File: src/rtl/conv_pkg.sv
// Shared types and geometry for the conv1 sequencer: FSM states, image and window
// dimensions, and the bus widths derived from them.
package conv_pkg;
    localparam int WIDTH       = 28;
    localparam int HEIGHT      = 28;
    localparam int DATA_BITS   = 8;
    localparam int FILTER_SIZE = 7;
    localparam int MAX_FILTERS = 8;
    localparam int TIMEOUT     = 4096;

    localparam int OUT_W        = WIDTH - FILTER_SIZE + 1;
    localparam int OUT_H        = HEIGHT - FILTER_SIZE + 1;
    localparam int WIN_PER_PASS = OUT_W * OUT_H;
    localparam int NUM_PIX      = WIDTH * HEIGHT;

    localparam int ADDR_W = $clog2(NUM_PIX);
    localparam int CFG_W  = $clog2(MAX_FILTERS + 1);
    localparam int FIDX_W = $clog2(MAX_FILTERS);
    localparam int ROW_W  = $clog2(HEIGHT);
    localparam int COL_W  = $clog2(WIDTH);
    localparam int WDOG_W = $clog2(TIMEOUT + 1);

    typedef enum logic [2:0] {
        S_IDLE, S_WAIT_BUF, S_STREAM, S_DRAIN, S_NEXT, S_DONE
    } state_t;
endpackage

File: src/rtl/conv1_sched_if.sv
// Bundle of every non-clock signal between conv1_sched and its neighbours
// (control, image RAM, conv1_buf, MAC engine), plus the FSM state for observation.
interface conv1_sched_if;
    import conv_pkg::*;

    logic                 start;
    logic                 abort;
    logic [CFG_W-1:0]     filter_cfg;
    logic                 img_rd_en;
    logic [ADDR_W-1:0]    img_addr;
    logic [DATA_BITS-1:0] img_rd_data;
    logic                 buf_ready;
    logic                 valid_in;
    logic [DATA_BITS-1:0] data_in;
    logic                 valid_out_buf;
    logic                 calc_ready;
    logic                 eng_ready;
    logic                 win_fire;
    logic [FIDX_W-1:0]    filter_idx;
    logic [ROW_W-1:0]     win_row;
    logic [COL_W-1:0]     win_col;
    logic                 busy;
    logic                 done;
    logic                 err;
    state_t               state_dbg;

    // Handshakes: a window moves on a cycle where valid_out_buf and calc_ready are both
    // high (win_fire); valid_out_buf must not wait on calc_ready. Pixels are pushed with
    // valid_in, which is throttled by buf_ready two cycles upstream, so one pixel may
    // still land after buf_ready drops.
    modport slave (
        input  start, abort, filter_cfg, img_rd_data, buf_ready, valid_out_buf, eng_ready,
        output img_rd_en, img_addr, valid_in, data_in, calc_ready, win_fire,
               filter_idx, win_row, win_col, busy, done, err, state_dbg
    );
    modport master (
        output start, abort, filter_cfg, img_rd_data, buf_ready, valid_out_buf, eng_ready,
        input  img_rd_en, img_addr, valid_in, data_in, calc_ready, win_fire,
               filter_idx, win_row, win_col, busy, done, err, state_dbg
    );
endinterface

File: src/rtl/conv1_win_cnt.sv
// Raster-order window position counter for one pass; last_o marks the final window.
module conv1_win_cnt import conv_pkg::*; (
    input  logic             clk,
    input  logic             rst,
    input  logic             clr_i,
    input  logic             inc_i,
    output logic [ROW_W-1:0] row_o,
    output logic [COL_W-1:0] col_o,
    output logic             last_o
);
    localparam logic [ROW_W-1:0] ROW_MAX = ROW_W'(OUT_H - 1);
    localparam logic [COL_W-1:0] COL_MAX = COL_W'(OUT_W - 1);

    logic [ROW_W-1:0] row_q, row_d;
    logic [COL_W-1:0] col_q, col_d;

    always_comb begin
        row_d = row_q;
        col_d = col_q;
        if (clr_i) begin
            row_d = '0;
            col_d = '0;
        end else if (inc_i) begin
            if (col_q == COL_MAX) begin
                col_d = '0;
                row_d = (row_q == ROW_MAX) ? '0 : row_q + ROW_W'(1);
            end else begin
                col_d = col_q + COL_W'(1);
            end
        end
    end

    always_ff @(posedge clk or posedge rst) begin
        if (rst) begin
            row_q <= '0;
            col_q <= '0;
        end else begin
            row_q <= row_d;
            col_q <= col_d;
        end
    end

    assign row_o  = row_q;
    assign col_o  = col_q;
    assign last_o = (row_q == ROW_MAX) && (col_q == COL_MAX);
endmodule

File: src/rtl/conv1_sched.sv
// conv1 sequencer: replays the image from RAM into conv1_buf once per filter, gates and
// tags the resulting windows for the MAC engine, with a watchdog on stalled passes.
module conv1_sched import conv_pkg::*; (
    input  logic          clk,
    input  logic          rst,
    conv1_sched_if.slave  bus
);
    localparam logic [ADDR_W:0] NPIX = (ADDR_W + 1)'(NUM_PIX);

    state_t               state_q, state_d;
    logic [ADDR_W:0]      addr_cnt_q;
    logic                 rd_pend_q, valid_in_q;
    logic [DATA_BITS-1:0] data_in_q;
    logic [FIDX_W-1:0]    pass_q;
    logic [CFG_W-1:0]     passes_q;
    logic [WDOG_W-1:0]    wdog_q;
    logic                 err_q;

    logic active, rd_en, calc_rdy, fire, win_last, wd_trip, pass_more, go_idle, accept_start;
    logic [ROW_W-1:0] row;
    logic [COL_W-1:0] col;

    assign active       = (state_q == S_STREAM) || (state_q == S_DRAIN);
    assign rd_en        = (state_q == S_STREAM) && bus.buf_ready && (addr_cnt_q < NPIX);
    assign calc_rdy     = bus.eng_ready && active;
    assign fire         = bus.valid_out_buf && calc_rdy;
    assign wd_trip      = active && !valid_in_q && !fire && (wdog_q == WDOG_W'(TIMEOUT - 1));
    assign pass_more    = (CFG_W'(pass_q) + CFG_W'(1)) < passes_q;
    assign go_idle      = bus.abort || wd_trip || (state_q == S_DONE);
    assign accept_start = (state_q == S_IDLE) && bus.start && !bus.abort;

    conv1_win_cnt u_win_cnt (
        .clk    (clk),
        .rst    (rst),
        .clr_i  (bus.abort || wd_trip || !active),
        .inc_i  (fire),
        .row_o  (row),
        .col_o  (col),
        .last_o (win_last)
    );

    always_ff @(posedge clk or posedge rst) begin
        if (rst) state_q <= S_IDLE;
        else     state_q <= state_d;
    end

    always_comb begin
        state_d = state_q;
        if (bus.abort || wd_trip) begin
            state_d = S_IDLE;
        end else begin
            case (state_q)
                S_IDLE:     if (bus.start) state_d = S_WAIT_BUF;
                S_WAIT_BUF: if (bus.buf_ready) state_d = S_STREAM;
                S_STREAM:   if (rd_en && (addr_cnt_q == NPIX - 1'b1)) state_d = S_DRAIN;
                S_DRAIN:    if (fire && win_last) state_d = S_NEXT;
                S_NEXT:     state_d = pass_more ? S_WAIT_BUF : S_DONE;
                S_DONE:     state_d = S_IDLE;
                default:    state_d = S_IDLE;
            endcase
        end
    end

    always_comb begin
        bus.img_rd_en  = rd_en;
        bus.calc_ready = calc_rdy;
        bus.win_fire   = fire;
        bus.busy       = (state_q != S_IDLE);
        bus.done       = (state_q == S_DONE);
        bus.state_dbg  = state_q;
    end

    // Datapath: any exit to IDLE flushes the read pipeline and all counters.
    always_ff @(posedge clk or posedge rst) begin
        if (rst) begin
            addr_cnt_q <= '0;
            rd_pend_q  <= 1'b0;
            valid_in_q <= 1'b0;
            data_in_q  <= '0;
            pass_q     <= '0;
            passes_q   <= '0;
            wdog_q     <= '0;
            err_q      <= 1'b0;
        end else begin
            if (go_idle) begin
                addr_cnt_q <= '0;
                rd_pend_q  <= 1'b0;
                valid_in_q <= 1'b0;
                pass_q     <= '0;
                wdog_q     <= '0;
            end else begin
                rd_pend_q  <= rd_en;
                valid_in_q <= rd_pend_q;
                if (rd_en) addr_cnt_q <= addr_cnt_q + 1'b1;
                if (state_q == S_NEXT) begin
                    addr_cnt_q <= '0;
                    if (pass_more) pass_q <= pass_q + 1'b1;
                end
                if (accept_start) begin
                    passes_q   <= (bus.filter_cfg == '0) ? CFG_W'(1) : bus.filter_cfg;
                    pass_q     <= '0;
                    addr_cnt_q <= '0;
                end
                wdog_q <= (active && !valid_in_q && !fire) ? wdog_q + 1'b1 : '0;
            end
            if (rd_pend_q) data_in_q <= bus.img_rd_data;
            if (wd_trip && !bus.abort) err_q <= 1'b1;
            else if (accept_start)     err_q <= 1'b0;
        end
    end

    assign bus.img_addr   = addr_cnt_q[ADDR_W-1:0];
    assign bus.valid_in   = valid_in_q;
    assign bus.data_in    = data_in_q;
    assign bus.filter_idx = pass_q;
    assign bus.win_row    = row;
    assign bus.win_col    = col;
    assign bus.err        = err_q;
endmodule

File: src/flat_wrapper.sv
// flat-port wrapper written by rule: the top's interface ports become plain ports
module conv1_sched_flat import conv_pkg::*;
  (clk, rst, bus_start, bus_abort, bus_filter_cfg, bus_img_rd_data, bus_buf_ready, bus_valid_out_buf, bus_eng_ready, bus_img_rd_en, bus_img_addr, bus_valid_in, bus_data_in, bus_calc_ready, bus_win_fire, bus_filter_idx, bus_win_row, bus_win_col, bus_busy, bus_done, bus_err, bus_state_dbg);
  conv1_sched_if bus_i ();
  input  logic clk;
  input  logic rst;
  input wire logic [$bits(bus_i.start)-1:0] bus_start;
  input wire logic [$bits(bus_i.abort)-1:0] bus_abort;
  input wire logic [$bits(bus_i.filter_cfg)-1:0] bus_filter_cfg;
  input wire logic [$bits(bus_i.img_rd_data)-1:0] bus_img_rd_data;
  input wire logic [$bits(bus_i.buf_ready)-1:0] bus_buf_ready;
  input wire logic [$bits(bus_i.valid_out_buf)-1:0] bus_valid_out_buf;
  input wire logic [$bits(bus_i.eng_ready)-1:0] bus_eng_ready;
  output wire logic [$bits(bus_i.img_rd_en)-1:0] bus_img_rd_en;
  output wire logic [$bits(bus_i.img_addr)-1:0] bus_img_addr;
  output wire logic [$bits(bus_i.valid_in)-1:0] bus_valid_in;
  output wire logic [$bits(bus_i.data_in)-1:0] bus_data_in;
  output wire logic [$bits(bus_i.calc_ready)-1:0] bus_calc_ready;
  output wire logic [$bits(bus_i.win_fire)-1:0] bus_win_fire;
  output wire logic [$bits(bus_i.filter_idx)-1:0] bus_filter_idx;
  output wire logic [$bits(bus_i.win_row)-1:0] bus_win_row;
  output wire logic [$bits(bus_i.win_col)-1:0] bus_win_col;
  output wire logic [$bits(bus_i.busy)-1:0] bus_busy;
  output wire logic [$bits(bus_i.done)-1:0] bus_done;
  output wire logic [$bits(bus_i.err)-1:0] bus_err;
  output wire logic [$bits(bus_i.state_dbg)-1:0] bus_state_dbg;
  assign bus_i.start = bus_start;
  assign bus_i.abort = bus_abort;
  assign bus_i.filter_cfg = bus_filter_cfg;
  assign bus_i.img_rd_data = bus_img_rd_data;
  assign bus_i.buf_ready = bus_buf_ready;
  assign bus_i.valid_out_buf = bus_valid_out_buf;
  assign bus_i.eng_ready = bus_eng_ready;
  assign bus_img_rd_en = bus_i.img_rd_en;
  assign bus_img_addr = bus_i.img_addr;
  assign bus_valid_in = bus_i.valid_in;
  assign bus_data_in = bus_i.data_in;
  assign bus_calc_ready = bus_i.calc_ready;
  assign bus_win_fire = bus_i.win_fire;
  assign bus_filter_idx = bus_i.filter_idx;
  assign bus_win_row = bus_i.win_row;
  assign bus_win_col = bus_i.win_col;
  assign bus_busy = bus_i.busy;
  assign bus_done = bus_i.done;
  assign bus_err = bus_i.err;
  assign bus_state_dbg = bus_i.state_dbg;
  conv1_sched u_core (.clk(clk), .rst(rst), .bus(bus_i));
endmodule
File: config.mk
export PLATFORM = sky130hd
export DESIGN_NAME = conv1_sched_flat
export DESIGN_NICKNAME = d
export VERILOG_FILES = /design/src/rtl/conv_pkg.sv /design/src/rtl/conv1_sched_if.sv /design/src/rtl/conv1_win_cnt.sv /design/src/rtl/conv1_sched.sv /design/src/flat_wrapper.sv
export SDC_FILE = /design/constraint.sdc
export NUM_CORES = 1
export LEC_CHECK = 0
export ABC_AREA = 0
export CAP_MARGIN = 40
export CORE_UTILIZATION = 40
export DETAILED_ROUTE_END_ITERATION = 7
export GPL_ROUTABILITY_DRIVEN = 0
export HOLD_SLACK_MARGIN = 0.06
export PLACE_DENSITY = 0.64
export SLEW_MARGIN = 20
export SYNTH_ARGS = -nofsm -noshare
export SYNTH_HDL_FRONTEND = slang
export SYNTH_HIERARCHICAL = 1
export SYNTH_SLANG_ARGS = --single-unit
export TNS_END_PERCENT = 10
File: constraint.sdc
create_clock -name clk -period 2.2 [get_ports clk]
set_input_delay 0.44 -clock clk [delete_from_list [all_inputs] [get_ports clk]]
set_output_delay 0.44 -clock clk [all_outputs]
set_load 0.005 [all_outputs]
Word level (Yosys, flattened, before mapping)
Cells that the tools add are included.
{ "word_totals": {"input_bits": 19, "reg_bits": 55, "wordCells": 96, "out_inout_bits": 41} }
{ "classes": {"eq_ne": 13, "n_mux": 29, "bitwise_logic": 1, "add_sub_neg": 6, "n_reduce_logical": 34, "n_lt_le_gt_ge": 2} }
{ "op_table": {"columns": ["cell", "count"], "rows": [
  ["$mux 11", 4],
  ["$mux 5", 7],
  ["$mux 3", 10],
  ["$mux 13", 2],
  ["$pmux 3 s5", 1],
  ["$add 13x1->13 const B", 1],
  ["$eq 13x12->1 const B", 1],
  ["$logic_and 1x1->1", 13],
  ["$add 11x1->11 const B", 1],
  ["$eq 11x10->1 const B", 1],
  ["$lt 11x10->1 const B", 1],
  ["$add 5x1->5 const B", 2],
  ["$eq 5x5->1 const B", 2],
  ["$reduce_bool 3->1", 3],
  ["$eq 3x2->1 const B", 2],
  ["$eq 3x3->1 const B", 2],
  ["$ne 3x2->1 const B", 2],
  ["$ne 3x3->1 const B", 2],
  ["$reduce_and 2->1", 3],
  ["$reduce_bool 2->1", 3],
  ["$add 3x1->4 const B", 1],
  ["$logic_not 1->1", 4],
  ["$logic_not 4->1", 1],
  ["$logic_or 1x1->1", 4],
  ["9 further kinds", 12]
]} }

Longest topological paths before layout
Gate-level depths: netlist (run 1).
{ "logic_depth": {"word_depth": 11, "mapped_depth": 9, "depth_no_buf": 8} }

By module
The synthesis (run 1) kept the hierarchy.
{ "by_module_without_submodules": {"columns": ["mod", "seq_area_each_um2", "cells_each", "n_inst", "area_per_inst_um2"], "rows": [
  ["conv1_sched", 1126.1, 232, 1, 2451.1],
  ["conv1_win_cnt", 250.2, 63, 1, 625.6]
]} }

Worst setup path before layout (run 1)
No wires, ideal clock.
{ "synth_path": {"path_type": "register to register", "startpoint": "reg u_core.wdog_q[0]", "endpoint": "reg u_core.u_win_cnt.row_q[3], in the netlist u_core/u_win_cnt/row_o[3]", "arrival_ns": 2.233, "stages_incl_launch_ff": 10, "period_less_slack_ns": 2.357, "setup_slack_ns": -0.157, "path_cell_list": "dfrtp_1 > ha_1 > nand4_2 > or4_1 > buf_6 > o21a_1 > nand2_1 > dlymetal6s2s_1 > nor3_1 > mux2_2"} }
{ "synth_between": {"elab_chain_len": 6, "word_cells_on_any_way": 8, "cone_classes": "eq/ne (1); mux (1); reduce/logical (6)"} }
{ "synth_rtl": {"columns": ["element", "line_no", "rtl"], "rows": [
  ["start: declaration", "conv1_sched.sv:16", "logic [WDOG_W-1:0] wdog_q;"],
  ["start signal: assignment", "conv1_sched.sv:104", "wdog_q <= (active && !valid_in_q && !fire) ? wdog_q + 1'b1 : '0;"],
  ["$eq 13x12->1 (*)", "conv1_sched.sv:27", "assign wd_trip = active && !valid_in_q && !fire && (wdog_q == WDOG_W'(TIMEOUT - 1));"],
  ["$logic_and 1x1->1 (*)", "conv1_sched.sv:27", null],
  ["$logic_or 1x1->1 (*) (2 in a row)", "conv1_sched.sv:35", ".clr_i (bus.abort || wd_trip || !active),"],
  ["$reduce_bool 2->1 (no line)", null, null],
  ["$reduce_and 2->1 (no line)", null, null],
  ["end signal: assignment", "conv1_win_cnt.sv:38", "row_q <= row_d;"],
  ["end: declaration", "conv1_win_cnt.sv:14", "logic [ROW_W-1:0] row_q, row_d;"]
]} }
Mark *: on every way between the ends. The rest lies on a longest branch, timed or not.
A chain may end at the register's enable or synchronous reset.

Final worst setup path (run 1)
{ "layout_path": {"startpoint": "in bus_valid_out_buf", "endpoint": "out bus_win_fire"} }
{ "layout_between": {"elab_chain_len": 1} }
{ "layout_rtl": {"columns": ["element", "line_no", "rtl"], "rows": [
  ["start: declaration", "flat_wrapper.sv:12", "input wire logic [$bits(bus_i.valid_out_buf)-1:0] bus_valid_out_buf;"],
  ["$logic_and 1x1->1", "conv1_sched.sv:26", "assign fire = bus.valid_out_buf && calc_rdy;"],
  ["end: declaration", "flat_wrapper.sv:19", "output wire logic [$bits(bus_i.win_fire)-1:0] bus_win_fire;"]
]} }
Every way passes these cells.

==> flow_metrics.tcl, run 1 <==
set metrics [dict create \
    status "finished clean" \
    detail_route.wl_per_cell_um 13.5 \
    setup-tns-final_ns 0 \
    critical_path.reg2reg.startpoint "u_core/bus.filter_idx[0]" \
    core_area_mm2 0.00733 \
    startpoint_type "primary input" \
    fin_nets 408 \
    hold_class "in2async" \
    hold_buffers 0 \
    path_class "in2out" \
    area_growth_pct 32.9 \
    synthArstFlopShare_pct 100 \
    startpoint "bus_valid_out_buf" \
    fin_area_mm2 0.00409 \
    cts.reportedPaths.clkPinSlew_ns 0.10 \
    tightest_slew_ns 0.462 \
    slowest_delay_ns 0.49 \
    synth_nets 324 \
    cts-root-buf "clkbuf_8" \
    synth.area.mux_share_pct 3.94 \
    ys_ff_latch 55 \
    die_h_um 89.7 \
    leakagePower_nw 1.70 \
    ant_nets 0 \
    num_rows 31 \
    clockBufferDepth 2 \
    p_per_area_mw_per_mm2 600 \
    crit_path_frequent_cell "clkdlybuf4s50_1" \
    syn_inst 295 \
    synth-simple-area-share_pct 23.2 \
    setup-violations-final 0 \
    clock_latency_ns 0.31 \
    relSlewSlack_pct 68.8 \
    drive_gt1_share_pct 19.8 \
    peakVddDrop_uv 404 \
    synth_xor_area_share_pct 5.41 \
    dieArea_mm2 0.00805 \
    h-tree-depth 2 \
    place_area_mm2 0.00396 \
    setup.worst_path.end_class "primary output" \
    drt-total-wl_mm 6.45 \
    die_w_um 89.7 \
    initial_core_util_pct 42.0 \
    crit_end "bus_win_fire" \
    synth.distinct_cells 64 \
    slowest_stage "clkdlybuf4s50_1" \
    drt_iter0_drc 142 \
    required_ns 1.76 \
    yosys_warnings 6 \
    synth_top_family_by_area "simple AND/OR/NAND/NOR gates" \
    ys_seq_area_share_pct 44.7 \
    dr.pass1.iters 4 \
    syn_area_per_cell_um2 10.4 \
    drc 0 \
    antennaDiodeCount 0 \
    port_buffers 59 \
    synth-main-ff-cell "dfrtp_1" \
    synth_adder_area_share_pct 4.07 \
    viasPerCell 5.19 \
    finalHoldViolations 0 \
    overflow 0 \
    synth-compound-area-share_pct 13.0 \
    grt_pass1_wl_mm 11.3 \
    num_vias 2479 \
    dp_hpwl_mm 4.78 \
    cts_buffers 5 \
    crit_fanout 2 \
    r2r-end "u_core/bus.filter_idx[0]" \
    syn_area_mm2 0.00308 \
    max_freq_mhz 469 \
    rsz0062_at_grt "no" \
    grt_pass1_vias 2475 \
    drv_cap 0 \
    slew_viol_final 0 \
    arrival_ns 1.69 \
    worstRegToRegCells 7 \
    period_needed_ns 2.13 \
    crit_chain "clkdlybuf4s50_1, and2_1, and2_4, clkdlybuf4s50_1" \
    most-common-layout-cells "clkdlybuf4s50_1 (56), dfrtp_1 (55), buf_4 (33), nor2_1 (29), nand2_1 (15)" \
    synth_edf_count 0 \
    clock_sinks 55 \
    cts_tree "yes" \
    grt_max_degree 46 \
    rrSetupSlack_ns 0.11 \
    min_period_over_period_pct 96.9 \
    antenna_found_initial 0 \
    fin_worst_skew_ns 0.00885 \
    final_common_cell "clkdlybuf4s50_1" \
    boundaryPins 60 \
    grt_use_total_pct 17.0 \
]
## cells in the mapped netlist, types with 3 or more instances
master | count | area share (%)
or4_1 | 3 | 0.73
dfrtp_1 | 55 | 45
nand2_1 | 16 | 2.0
mux2_2 | 9 | 3.3
a21oi_1 | 13 | 2.1
nor2_1 | 29 | 3.5
and2_1 | 4 | 0.81
nand3_1 | 6 | 0.98
clkbuf_1 | 3 | 0.37
xnor2_1 | 12 | 3.4
ha_1 | 10 | 4.1
nand4_1 | 4 | 0.81
o211ai_1 | 4 | 0.98
buf_4 | 11 | 2.7
o21ai_0 | 11 | 1.8
or3_1 | 7 | 1.4
inv_1 | 13 | 1.6
nand4b_1 | 3 | 0.85
xor2_1 | 7 | 2.0
and3_1 | 3 | 0.61
nor3_1 | 10 | 1.6
nor4_1 | 4 | 0.81
nor2b_1 | 6 | 1.2
## worst min path at each step
| stage | to | startpoint | cells past startpoint | slack [ns] |
|---|---|---|---|---|
| after global placement | u_core/bus.data_in[4] | u_core/bus.data_in[4] | 1 | 0.49 |
| final | u_core/u_win_cnt/col_o[4] | rst | 2 | 0.44 |
| after CTS | u_core/u_win_cnt/col_o[4] | rst | 2 | 0.46 |
| after global routing | u_core/u_win_cnt/col_o[4] | rst | 2 | 0.50 |
| after floorplan | u_core/u_win_cnt/col_o[0] | rst | 1 | 0.28 |
| after detailed placement | u_core/bus.data_in[1] | u_core/bus.data_in[1] | 1 | 0.50 |
## flip-flops by register name (all words and copies together), names as in the netlist
register / cells
u_core/addr_cnt_q: 11
u_core/bus.data_in: 8
u_core/bus.err: 1
u_core/bus.filter_idx: 3
u_core/bus.state_dbg: 3
u_core/bus.valid_in: 1
u_core/passes_q: 4
u_core/rd_pend_q: 1
u_core/u_win_cnt/col_o: 5
u_core/u_win_cnt/row_o: 5
u_core/wdog_q: 13
## layout make-up
type / count / area (um^2)
fillers: 637 / 3240
multi-input cells: 209 / 1570
flip-flops and latches: 55 / 1380
repair buffers: 94 / 866
well taps: 99 / 124
clock buffers: 6 / 72.6
inverters: 14 / 52.6
clock inverters: 1 / 30.0
## where the power goes
group | internal [mW] | leakage (nW) | switching [mW]
clock | 0.334 | 0.0513 | 0.324
combinational | 0.364 | 0.903 | 0.255
sequential | 1.12 | 0.750 | 0.0570
total | 1.82 | 1.70 | 0.636
## routing by layer
metal | vias up | wire (um) | GRT usage (%)
li1 | 1212 | - | -
met1 | 1202 | 2920 | 22.4
met2 | 59 | 3170 | 28.4
met3 | 6 | 302 | 3.98
met4 | 0 | 59 | 4.23
met5 | - | 0 | 0
## critical path: cells and delay by family
kind | cells | cell delay [ns]
buffers and inverters | 2 | 0.98
AND/OR/NAND/NOR | 2 | 0.27
## cell families (layout without fill, tap and decap cells)
logic type / Yosys count / after routing
flops: 55 / 55
buf+inv: 31 / 115
xor+xnor: 19 / 19
simple gates: 119 / 119
fa+ha+maj: 10 / 10
compound gates: 50 / 50
mux: 11 / 11
## timing repair
action	CTS	global route
endpoints found under the setup margin	3	9
pin swaps	2	0
gates resized for setup	6	7
gates cloned	0	0
setup buffers	1	0
## metrics by stage
| step | worst slack (ns) | total power [mW] | std cells | utilization [%] | hold WS, ns |
|---|---|---|---|---|---|
| CTS | -0.00349 | 2.49 | 478 | 55.5 | 0.461 |
| finish | 0.0687 | 2.45 | 478 | 55.8 | 0.444 |
| detailed placement | -0.461 | 1.82 | 470 | 54.0 | 0.500 |
| global placement | -0.460 | 1.80 | 470 | 54.0 | 0.490 |
| floorplan | -0.126 | 1.48 | 295 | - | 0.280 |
| global route | 0.0102 | 2.60 | 478 | 55.8 | 0.499 |
No activity file was read; power rests on OpenSTA's default activity.
==> run 2: changes to the inputs <==
- CORE_UTILIZATION: 40 -> 47
- PLACE_DENSITY: 0.64 -> 0.73
==> flow_metrics.tcl, run 2 (same netlist as run 1, synthesis figures left out) <==
set metrics [dict create \
    status "finished clean" \
    required_ns 1.76 \
    drive_gt1_share_pct 19.3 \
    detail_route.wl_per_cell_um 14.4 \
    antenna_found_initial 0 \
    p_per_area_mw_per_mm2 582 \
    cts_buffers 5 \
    viasPerCell 5.45 \
    fin_worst_skew_ns 0.0112 \
    clock_sinks 55 \
    dr_wl_met2_mm 3.33 \
    slowest_stage "clkdlybuf4s50_1" \
    crit_fanout 8 \
    grt_max_degree 46 \
    dp_hpwl_mm 4.90 \
    drt_iter0_drc 86 \
    relSlewSlack_pct 69.1 \
    dieArea_mm2 0.00687 \
    peakVddDrop_uv 387 \
    setup-tns-final_ns 0 \
    drc 0 \
    slowest_delay_ns 0.51 \
    fin_nets 406 \
    die_h_um 82.9 \
    most-common-layout-cells "clkdlybuf4s50_1 (55), dfrtp_1 (55), buf_4 (31), nor2_1 (29), nand2_1 (15)" \
    min_period_over_period_pct 99.0 \
    antennaDiodeCount 0 \
    slew_viol_final 0 \
    arrival_ns 1.74 \
    crit_chain "clkdlybuf4s50_1, and2_1, and2_4, clkdlybuf4s50_1" \
    h-tree-depth 2 \
    dr.pass1.iters 4 \
    drt-total-wl_mm 6.56 \
    grt_pass1_wl_mm 11.4 \
    postLayoutCoreUtil_pct 63.3 \
    leakagePower_nw 1.69 \
    setup.worst_path.end_class "primary output" \
    rrSetupSlack_ns 0.06 \
    ant_nets 0 \
    place_area_mm2 0.00392 \
    setup-violations-final 0 \
    dr_wl_met3_um 172 \
    fin_area_mm2 0.00402 \
    total_power_mw 2.34 \
    initial_core_util_pct 48.5 \
    cts-root-buf "clkbuf_8" \
    crit_family "buffers and inverters" \
    drv_cap 0 \
    clock_latency_ns 0.31 \
    boundaryPins 60 \
    port_buffers 59 \
    clockBufferDepth 2 \
    rsz0062_at_grt "yes" \
    finalHoldViolations 0 \
    path_class "in2out" \
    cts_tree "yes" \
    fillers 524 \
    tightest_slew_ns 0.456 \
    overflow 0 \
    core_area_mm2 0.00635 \
    regMostFlops "u_core/wdog_q" \
    grt_use_total_pct 20.3 \
    largest_register_ffs 13 \
    num_rows 29 \
    hold_class "in2async" \
    topRoutingLayerUsed "met4" \
    num_vias 2480 \
    path_buf_inv 2 \
    cts.reportedPaths.clkPinSlew_ns 0.10 \
    die_w_um 82.9 \
    max_freq_mhz 459 \
    area_growth_pct 30.6 \
    crit_path_frequent_cell "clkdlybuf4s50_1" \
    startpoint_type "primary input" \
    hold_buffers 0 \
    met1Wirelength_mm 2.95 \
    period_needed_ns 2.18 \
    grt_pass1_vias 2484 \
]
## run 2: cell types whose count changed in the layout (fill, tap and decap cells not counted)
cell	previous run	this run
clkdlybuf4s50_1	56	55
nand2_4	1	0
clkbuf_1	1	2
buf_4	33	31
nor2b_4	1	0
nor2b_2	0	1
bufinv_16	1	0
nand2_2	0	1
clkinv_2	0	1
dlymetal6s2s_1	1	2
## run 2: where the power goes
| group | switching, mW | internal, mW |
|---|---|---|
| clock | 0.321 | 0.225 |
| sequential | 0.0522 | 1.12 |
| combinational | 0.260 | 0.360 |
## run 2: layout make-up
cell class | count | area (um^2) | area share, %
multi-input combinational | 209 | 1560 | 38.8
sequential | 55 | 1380 | 34.3
timing repair buffer | 92 | 853 | 21.2
tap | 77 | 96.3 | 2.40
clock buffer | 7 | 76.3 | 1.90
inverter | 14 | 52.6 | 1.31
clock inverter | 1 | 5.00 | 0.125
## run 2: what timing repair did
action / in CTS / in global routing
endpoints found under the hold margin: 0 / 0
gates resized for setup: 8 / 6
pin swaps: 2 / 0
buffers inserted: 1 / 0
setup endpoints to repair: 4 / 9
## run 2: final timing paths
check                                    startpoint                        end  cells after the start
max in group asynchronous                       rst           u_core/wdog_q[3]                      3
hold / removal                                  rst  u_core/u_win_cnt/col_o[2]                      2
min in group clk              u_core/bus.data_in[6]      u_core/bus.data_in[6]                      1
hold reg to reg               u_core/bus.data_in[6]      u_core/bus.data_in[6]                      1
setup reg to reg           u_core/bus.filter_idx[0]   u_core/bus.filter_idx[2]                      7
setup / recovery                  bus_valid_out_buf               bus_win_fire                      4
## run 2: routing by layer
layer	global-route usage, %	vias up
met4	6.27	0
met5	0	-
li1	-	1215
met3	3.48	9
met2	36.1	36
met1	25.0	1220
## run 2: per-stage QoR
stage / std cells / setup WS (ns) / hold slack [ns]
floorplan: 295 / -0.126 / 0.280
global placement: 446 / -0.459 / 0.489
detailed placement: 446 / -0.484 / 0.494
CTS: 455 / -0.0231 / 0.458
global route: 455 / -0.0390 / 0.500
finish: 455 / 0.0213 / 0.436
